<file path="src/rtl/imem_loader.sv">
// Boot loader: receives a length-prefixed byte stream, packs big-endian words
// and writes them into the instruction memory while holding the CPU in reset.
module imem_loader #(
  parameter int Nloc  = 512,
  parameter int Dbits = 32
) (
  input  logic                    clk,
  input  logic                    reset_n,
  input  logic                    start,
  input  logic [7:0]              rx_data,
  input  logic                    rx_valid,
  output logic                    rx_ready,
  output logic                    mem_we,
  output logic [$clog2(Nloc)-1:0] mem_addr,
  output logic [Dbits-1:0]        mem_wdata,
  output logic                    cpu_hold,
  output logic                    busy,
  output logic                    done,
  output logic                    error,
  output logic [$clog2(Nloc):0]   words_loaded
);

  localparam int AW  = $clog2(Nloc);
  localparam int WLW = AW + 1;
  localparam int BPW = Dbits / 8;
  localparam int BW  = $clog2(BPW) + 1;

  localparam logic [2:0] S_IDLE   = 3'd0;
  localparam logic [2:0] S_LEN_HI = 3'd1;
  localparam logic [2:0] S_LEN_LO = 3'd2;
  localparam logic [2:0] S_DATA   = 3'd3;
  localparam logic [2:0] S_WRITE  = 3'd4;
  localparam logic [2:0] S_DONE   = 3'd5;
  localparam logic [2:0] S_ERROR  = 3'd6;

  logic [2:0]       state_reg, state_next;
  logic [15:0]      len_reg, len_next;
  logic [BW-1:0]    byte_cnt_reg, byte_cnt_next;
  logic [Dbits-1:0] word_reg, word_next;
  logic [AW-1:0]    addr_reg, addr_next;
  logic [WLW-1:0]   wl_reg, wl_next;
  logic             hold_reg, hold_next;
  logic             busy_reg, busy_next;
  logic             done_reg, done_next;
  logic             error_reg, error_next;

  logic             xfer;
  logic [15:0]      len_full;
  logic [WLW-1:0]   wl_inc;

  assign rx_ready = (state_reg == S_LEN_HI) || (state_reg == S_LEN_LO) ||
                    (state_reg == S_DATA);
  assign xfer     = rx_valid && rx_ready;
  assign len_full = {len_reg[15:8], rx_data};
  assign wl_inc   = wl_reg + WLW'(1);

  always_comb begin
    state_next    = state_reg;
    len_next      = len_reg;
    byte_cnt_next = byte_cnt_reg;
    word_next     = word_reg;
    addr_next     = addr_reg;
    wl_next       = wl_reg;
    hold_next     = hold_reg;
    busy_next     = busy_reg;
    done_next     = done_reg;
    error_next    = error_reg;

    case (state_reg)
      S_IDLE, S_DONE, S_ERROR: begin
        if (start) begin
          state_next    = S_LEN_HI;
          hold_next     = 1'b1;
          busy_next     = 1'b1;
          done_next     = 1'b0;
          error_next    = 1'b0;
          wl_next       = '0;
          addr_next     = '0;
          byte_cnt_next = '0;
        end
      end
      S_LEN_HI: begin
        if (xfer) begin
          len_next   = {rx_data, 8'h00};
          state_next = S_LEN_LO;
        end
      end
      S_LEN_LO: begin
        if (xfer) begin
          len_next = len_full;
          if (len_full == 16'd0 || 32'(len_full) > 32'(Nloc)) begin
            state_next = S_ERROR;
            error_next = 1'b1;
            busy_next  = 1'b0;
          end else begin
            state_next    = S_DATA;
            byte_cnt_next = '0;
            addr_next     = '0;
          end
        end
      end
      S_DATA: begin
        if (xfer) begin
          word_next = (word_reg << 8) | Dbits'(rx_data);
          if (byte_cnt_reg == BW'(BPW - 1)) begin
            byte_cnt_next = '0;
            state_next    = S_WRITE;
          end else begin
            byte_cnt_next = byte_cnt_reg + BW'(1);
          end
        end
      end
      S_WRITE: begin
        wl_next = wl_inc;
        // Address is left on the last word at completion so it never wraps.
        if (32'(wl_inc) == 32'(len_reg)) begin
          state_next = S_DONE;
          done_next  = 1'b1;
          busy_next  = 1'b0;
          hold_next  = 1'b0;
        end else begin
          addr_next  = addr_reg + AW'(1);
          state_next = S_DATA;
        end
      end
      default: state_next = S_IDLE;
    endcase
  end

  always_ff @(posedge clk) begin
    if (!reset_n) begin
      state_reg    <= S_IDLE;
      len_reg      <= '0;
      byte_cnt_reg <= '0;
      word_reg     <= '0;
      addr_reg     <= '0;
      wl_reg       <= '0;
      hold_reg     <= 1'b0;
      busy_reg     <= 1'b0;
      done_reg     <= 1'b0;
      error_reg    <= 1'b0;
    end else begin
      state_reg    <= state_next;
      len_reg      <= len_next;
      byte_cnt_reg <= byte_cnt_next;
      word_reg     <= word_next;
      addr_reg     <= addr_next;
      wl_reg       <= wl_next;
      hold_reg     <= hold_next;
      busy_reg     <= busy_next;
      done_reg     <= done_next;
      error_reg    <= error_next;
    end
  end

  assign mem_we       = (state_reg == S_WRITE);
  assign mem_addr     = addr_reg;
  assign mem_wdata    = word_reg;
  assign cpu_hold     = hold_reg;
  assign busy         = busy_reg;
  assign done         = done_reg;
  assign error        = error_reg;
  assign words_loaded = wl_reg;

endmodule

</file>
<file path="config.mk">
export PLATFORM = sky130hd
export DESIGN_NAME = imem_loader
export DESIGN_NICKNAME = d
export VERILOG_FILES = /design/src/rtl/imem_loader.sv
export SDC_FILE = /design/constraint.sdc
export NUM_CORES = 1
export LEC_CHECK = 0
export CORE_ASPECT_RATIO = 0.9
export CORE_MARGIN = 2
export CORE_UTILIZATION = 25
export CTS_BUF_LIST = sky130_fd_sc_hd__clkbuf_2
export CTS_CLUSTER_DIAMETER = 200
export CTS_CLUSTER_SIZE = 20
export DETAILED_ROUTE_END_ITERATION = 10
export PLACE_DENSITY_LB_ADDON = 0.12
export SYNTH_ARGS = -nofsm -noshare
export SYNTH_HDL_FRONTEND = slang
export SYNTH_SLANG_ARGS = --single-unit
</file>
<file path="constraint.sdc">
create_clock -name clk -period 2.4 [get_ports clk]
set_clock_uncertainty 0.1 [all_clocks]
set_input_delay 0.72 -clock clk [delete_from_list [all_inputs] [get_ports clk]]
set_output_delay 0.72 -clock clk [all_outputs]
set_load 0.01 [all_outputs]
</file>
# Yosys cells after proc, flatten, opt, wreduce, memory -nomap -nowiden
# Index checks and enable logic that the tools add are counted.
# word_totals
reg_bits	77
latch_bits	0
mem_bits_rw	0
mem_bits_ro	0
input_bits	12
wordCells	92
memories	0
# classes
add_sub_neg	3
multipliers	0
div	0
order_cmp	1
n_eq_ne	17
shift	0
muxes	36
bitwise	2
n_reduce_logical	22
# op_table
cell	n
$mux 3	12
$mux 9	4
$or 32x8->32	1
$pmux 16 s2	1
$pmux 9 s3	1
$pmux 10 s2	1
$reduce_and 5->1	4
$eq 10x16->1	1
$gt 16x10->1 const B	1
$logic_not 16->1	1
$mux 16	1
$pmux 3 s5	1
$ne 2x2->1 const B	6
$add 10x1->10 const B	1
$mux 10	1
$add 9x1->9 const B	1
$eq 3x2->1 const B	3
$eq 3x3->1 const B	3
$pmux 3 s3	1
$reduce_and 3->1	3
$mux 1	8
$mux 8	1
$ne 2x1->1 const B	3
$pmux 1 s2	3
other kinds (12)	18

# Longest topological paths before layout
# depth
ltp_word	6
depth_mapped	10

# Worst setup path before layout
# No wires, ideal clock.
# synth_timing
path_kind	register to register
start	register wl_reg[1] (netlist: words_loaded[1])
end	register addr_reg[4] (netlist: mem_addr[4])
setup_ps	74
t_arrival_ps	2361
required_ps	2226
setup_slack_ps	-135
path_stages_with_launch	11
n_path_buf	2
synth_period_minus_slack_ps	2535
cell_sequence	dfxtp_1 > ha_1 > clkbuf_1 > xnor2_1 > xnor2_1 > nor3_1 > o2111ai_1 > or3b_1 > buf_6 > a31o_1 > a31oi_1
# synth_via
elab_chain_len	4
# synth_lines
element	line	text
from (decl)	41	logic [WLW-1:0] wl_reg, wl_next;
from (signal assigned)	148	wl_reg <= wl_next;
$add 10x1->10	55	assign wl_inc = wl_reg + WLW'(1);
$eq 10x16->1	116	if (32'(wl_inc) == 32'(len_reg)) begin
$ne 2x2->1 (no line)	n/a	
$reduce_and 5->1 (no line)	n/a	
to (signal assigned)	147	addr_reg <= addr_next;
to (decl)	40	logic [AW-1:0] addr_reg, addr_next;
# Every way passes these cells.
# A chain may end at the register's enable or synchronous reset.

# Worst setup path after layout
# layout_timing
start	register wl_reg[0] (netlist: words_loaded[0])
end	register addr_reg[6] (netlist: mem_addr[6])
# Same word-level chain as after synthesis.

==> flow_summary.toml <==
[outcome]
status = "finished, violations left"
failing_checks = "negative setup slack"

[setup_path]
timing.critical_path.cells = "buf_6 -> nand3_4 -> or4_4 -> nor3b_2 -> a31o_2 -> or3b_4 -> and4b_2 -> o211ai_1"
worst_ep_required_time_ps = 2810
critical_path_class = "reg2reg"
slowest_stage_delay_on_critical_path_ps = 510
worstRegToRegCells = 8
worst_ep_arrival_time_ps = 2810
endpoint_kind = "flop"
critical_path_maximum_fanout = 6
worst_setup_path_start_kind = "flop"
cpMaxStageDelayCell = "or4_4"

[routing]
routed_wire_length_microns = 11100
drc = 0
antenna_violating_nets_post_route = 0
dr.pass1.iters = 4
detailed_router_s_first_iteration_violation_count = 237
detail_route.vias_per_cell = 4.61
route.detailed.wl_per_inst_microns = 14.1
vias = 3638

[timing]
rsz_0062_raised_after_global_routing = "true"
fmaxAchievable_ghz = 0.417
slew_viol_final = 0
finalWorstSetupSlack_ps = -0.729
post-route-min-period_ps = 2400
worst-slew-pin-transition_ps = 401
min_period_over_period_pct = 100
setup_viol_count_final = 1
hold_violations = 0
max_slew_margin_vs_limit_pct = 73.2
worst_hold_slack_ps = 353
setup-tns-final_ps = -0.729

[synthesis]
post_synth_num_cell_types = 52
synth_area_leaders = "dfxtp_1 43%, nand2_1 13%, a21oi_1 9.2%, nand3_1 3.4%, nor2_1 3.1%"
asyncSetResetFlopFracSynth_pct = 0
count_of_yosys_warnings_during_synthesis = 0
synth_edf_count = 0
synth.cells.most_frequent = "120 x nand2_1, 77 x dfxtp_1, 66 x a21oi_1, 30 x nor2_1, 24 x nand3_1"
syn-cell-area_sq_um = 3580
post-synth-top-area-cell = "dfxtp_1"
net_count_after_synthesis = 490
synth-seq-cells = 77
cell_with_the_most_instances_after_synthesis = "nand2_1"
postSynth.topFlopCell = "dfxtp_1"
synth_seq_area_share_pct = 43.0
synthesis.area_per_instance_sq_um = 7.54
netlist_instances = 475
yosysTopAreaCellShare_pct = 43.0

[global_route]
grt_pass1_vias = 3350
initial_antenna_violation_count = 0
grt_max_degree = 65
wire_length_of_the_first_global_routing_pass_microns = 18000
globalRoute.totalOverflow = 0
grt_util_all_layers_pct = 14.9

[layout]
flow.area_growth_from_synthesis_pct = 43.7
largest_reg_flops = 32
finalNetCount = 606
num_antenna_cells = 0
multi_input_area_sq_um = 1960
final_cell_utilization_of_the_core_pct = 36.7
drive_above_1_share_pct = 24.2
fillCellCount = 1478
area.sequential_sq_um = 1600

[die]
rows = 41
area_enclosed_by_the_die_boundary_sq_um = 15300
floorplan.initialDensity_pct = 25.6
die-height_microns = 118
design.portCount = 69
core_region_area_sq_um = 14000
floorplan.die.width_microns = 130

[clock_network]
path_clk_slew_ps = 210
cts.path.max_buffers = 2
h-tree-depth = 3
cts_tree = "yes"
cts_hold_repair.buffers = 0
cts_buffers = 9
clock-root-buffer = "clkbuf_2"
worstSkewPairLatency_ps = 570
clock-sinks = 77

[job]
drv_cap = 0

[worst_hold_path]
hold_path_depth = 2
hold_class = "reg2reg"

[pwr]
power_density_nw_per_um2 = 658
totalPowerFinal_w = 0.00339
worst_ir_drop_vdd_v = 0.000222
leakage_nw = 1.99

[place]
dp.final_hpwl_microns = 7760
placement.io_buffers = 68
gp_congestion = 0.856
[final timing paths]
path,to,slack [ps],start
setup / recovery,mem_addr[6],-0.7,words_loaded[0]
hold / removal,error,350,error
setup reg to reg,mem_addr[6],-0.7,words_loaded[0]
hold reg to reg,error,350,error
[layer usage]
layer | share of wire [%] | vias up | track usage, %
met5 | 0 | - | 0
met4 | 1.4 | 0 | 5.58
met3 | 3.2 | 12 | 2.68
met2 | 43 | 51 | 21.0
met1 | 52 | 1697 | 22.3
li1 | - | 1878 | -
[layout by cell type, fill, tap and decap left out, types with 3 or more instances in the layout]
cell type and instances:
inv_1 8, clkbuf_2 12, nand2b_1 5, buf_4 60, nor2_2 3, a21oi_1 65, a22oi_1 3, nand3_1 23
nor2_1 27, a31oi_1 6, dfxtp_2 29, xor2_1 3, buf_12 3, and3_1 4, o211ai_1 3, nand4_1 9
dfxtp_4 7, a31o_2 4, dlygate4sd2_1 15, o21ai_0 14, clkdlybuf4s50_1 50, nor3_1 12, nand2_1 120, nor2b_1 3
dfxtp_1 41, xnor2_1 8
[timing repair]
item	CTS	global route
gates cloned	1	0
setup endpoints to repair	39	37
buffers inserted	5	10
resized for setup	51	25
pin swaps	5	8
[report_power, final]
group	switching (W)	internal (W)
clock	0.000468	0.000242
combinational	0.000720	0.000544
sequential	0.0000621	0.00135
[layout make-up]
type                       count  share of cell area, %
clock buffer                  11                   1.07
inverter                      10                  0.729
sequential                    77                   31.2
clock inverter                 5                  0.997
timing repair buffer         133                   23.2
tap                          193                   4.69
multi-input combinational    360                   38.1
[kinds of logic after synthesis]
logic type / after synthesis / synth area share (%)
mux: 2 / 0.559
compound gates: 117 / 19.2
simple gates: 224 / 28.4
buf+inv: 39 / 4.58
flops: 77 / 43.0
fa+ha+maj: 4 / 1.33
xor+xnor: 12 / 2.93
[stage by stage]
| stage | cells | setup WS [ps] | area, sq um |
|---|---|---|---|
| after detailed placement | 757 | -408 | 4790 |
| final | 789 | -0.729 | 5150 |
| after floorplan | 475 | 8.18 | 3610 |
| after global routing | 789 | -131 | 5150 |
| after global placement | 757 | -412 | 4790 |
| after CTS | 779 | -40.3 | 5010 |
[worst max-delay path: cells and delay by family (launching register included)]
family / cells / cell delay, ps
AND/OR/NAND/NOR: 5 / 1420
AO/OA/AOI/OAI: 2 / 320
flip-flops: 1 / 380
buffers and inverters: 1 / 120
Power figures use the tool's default switching activity.
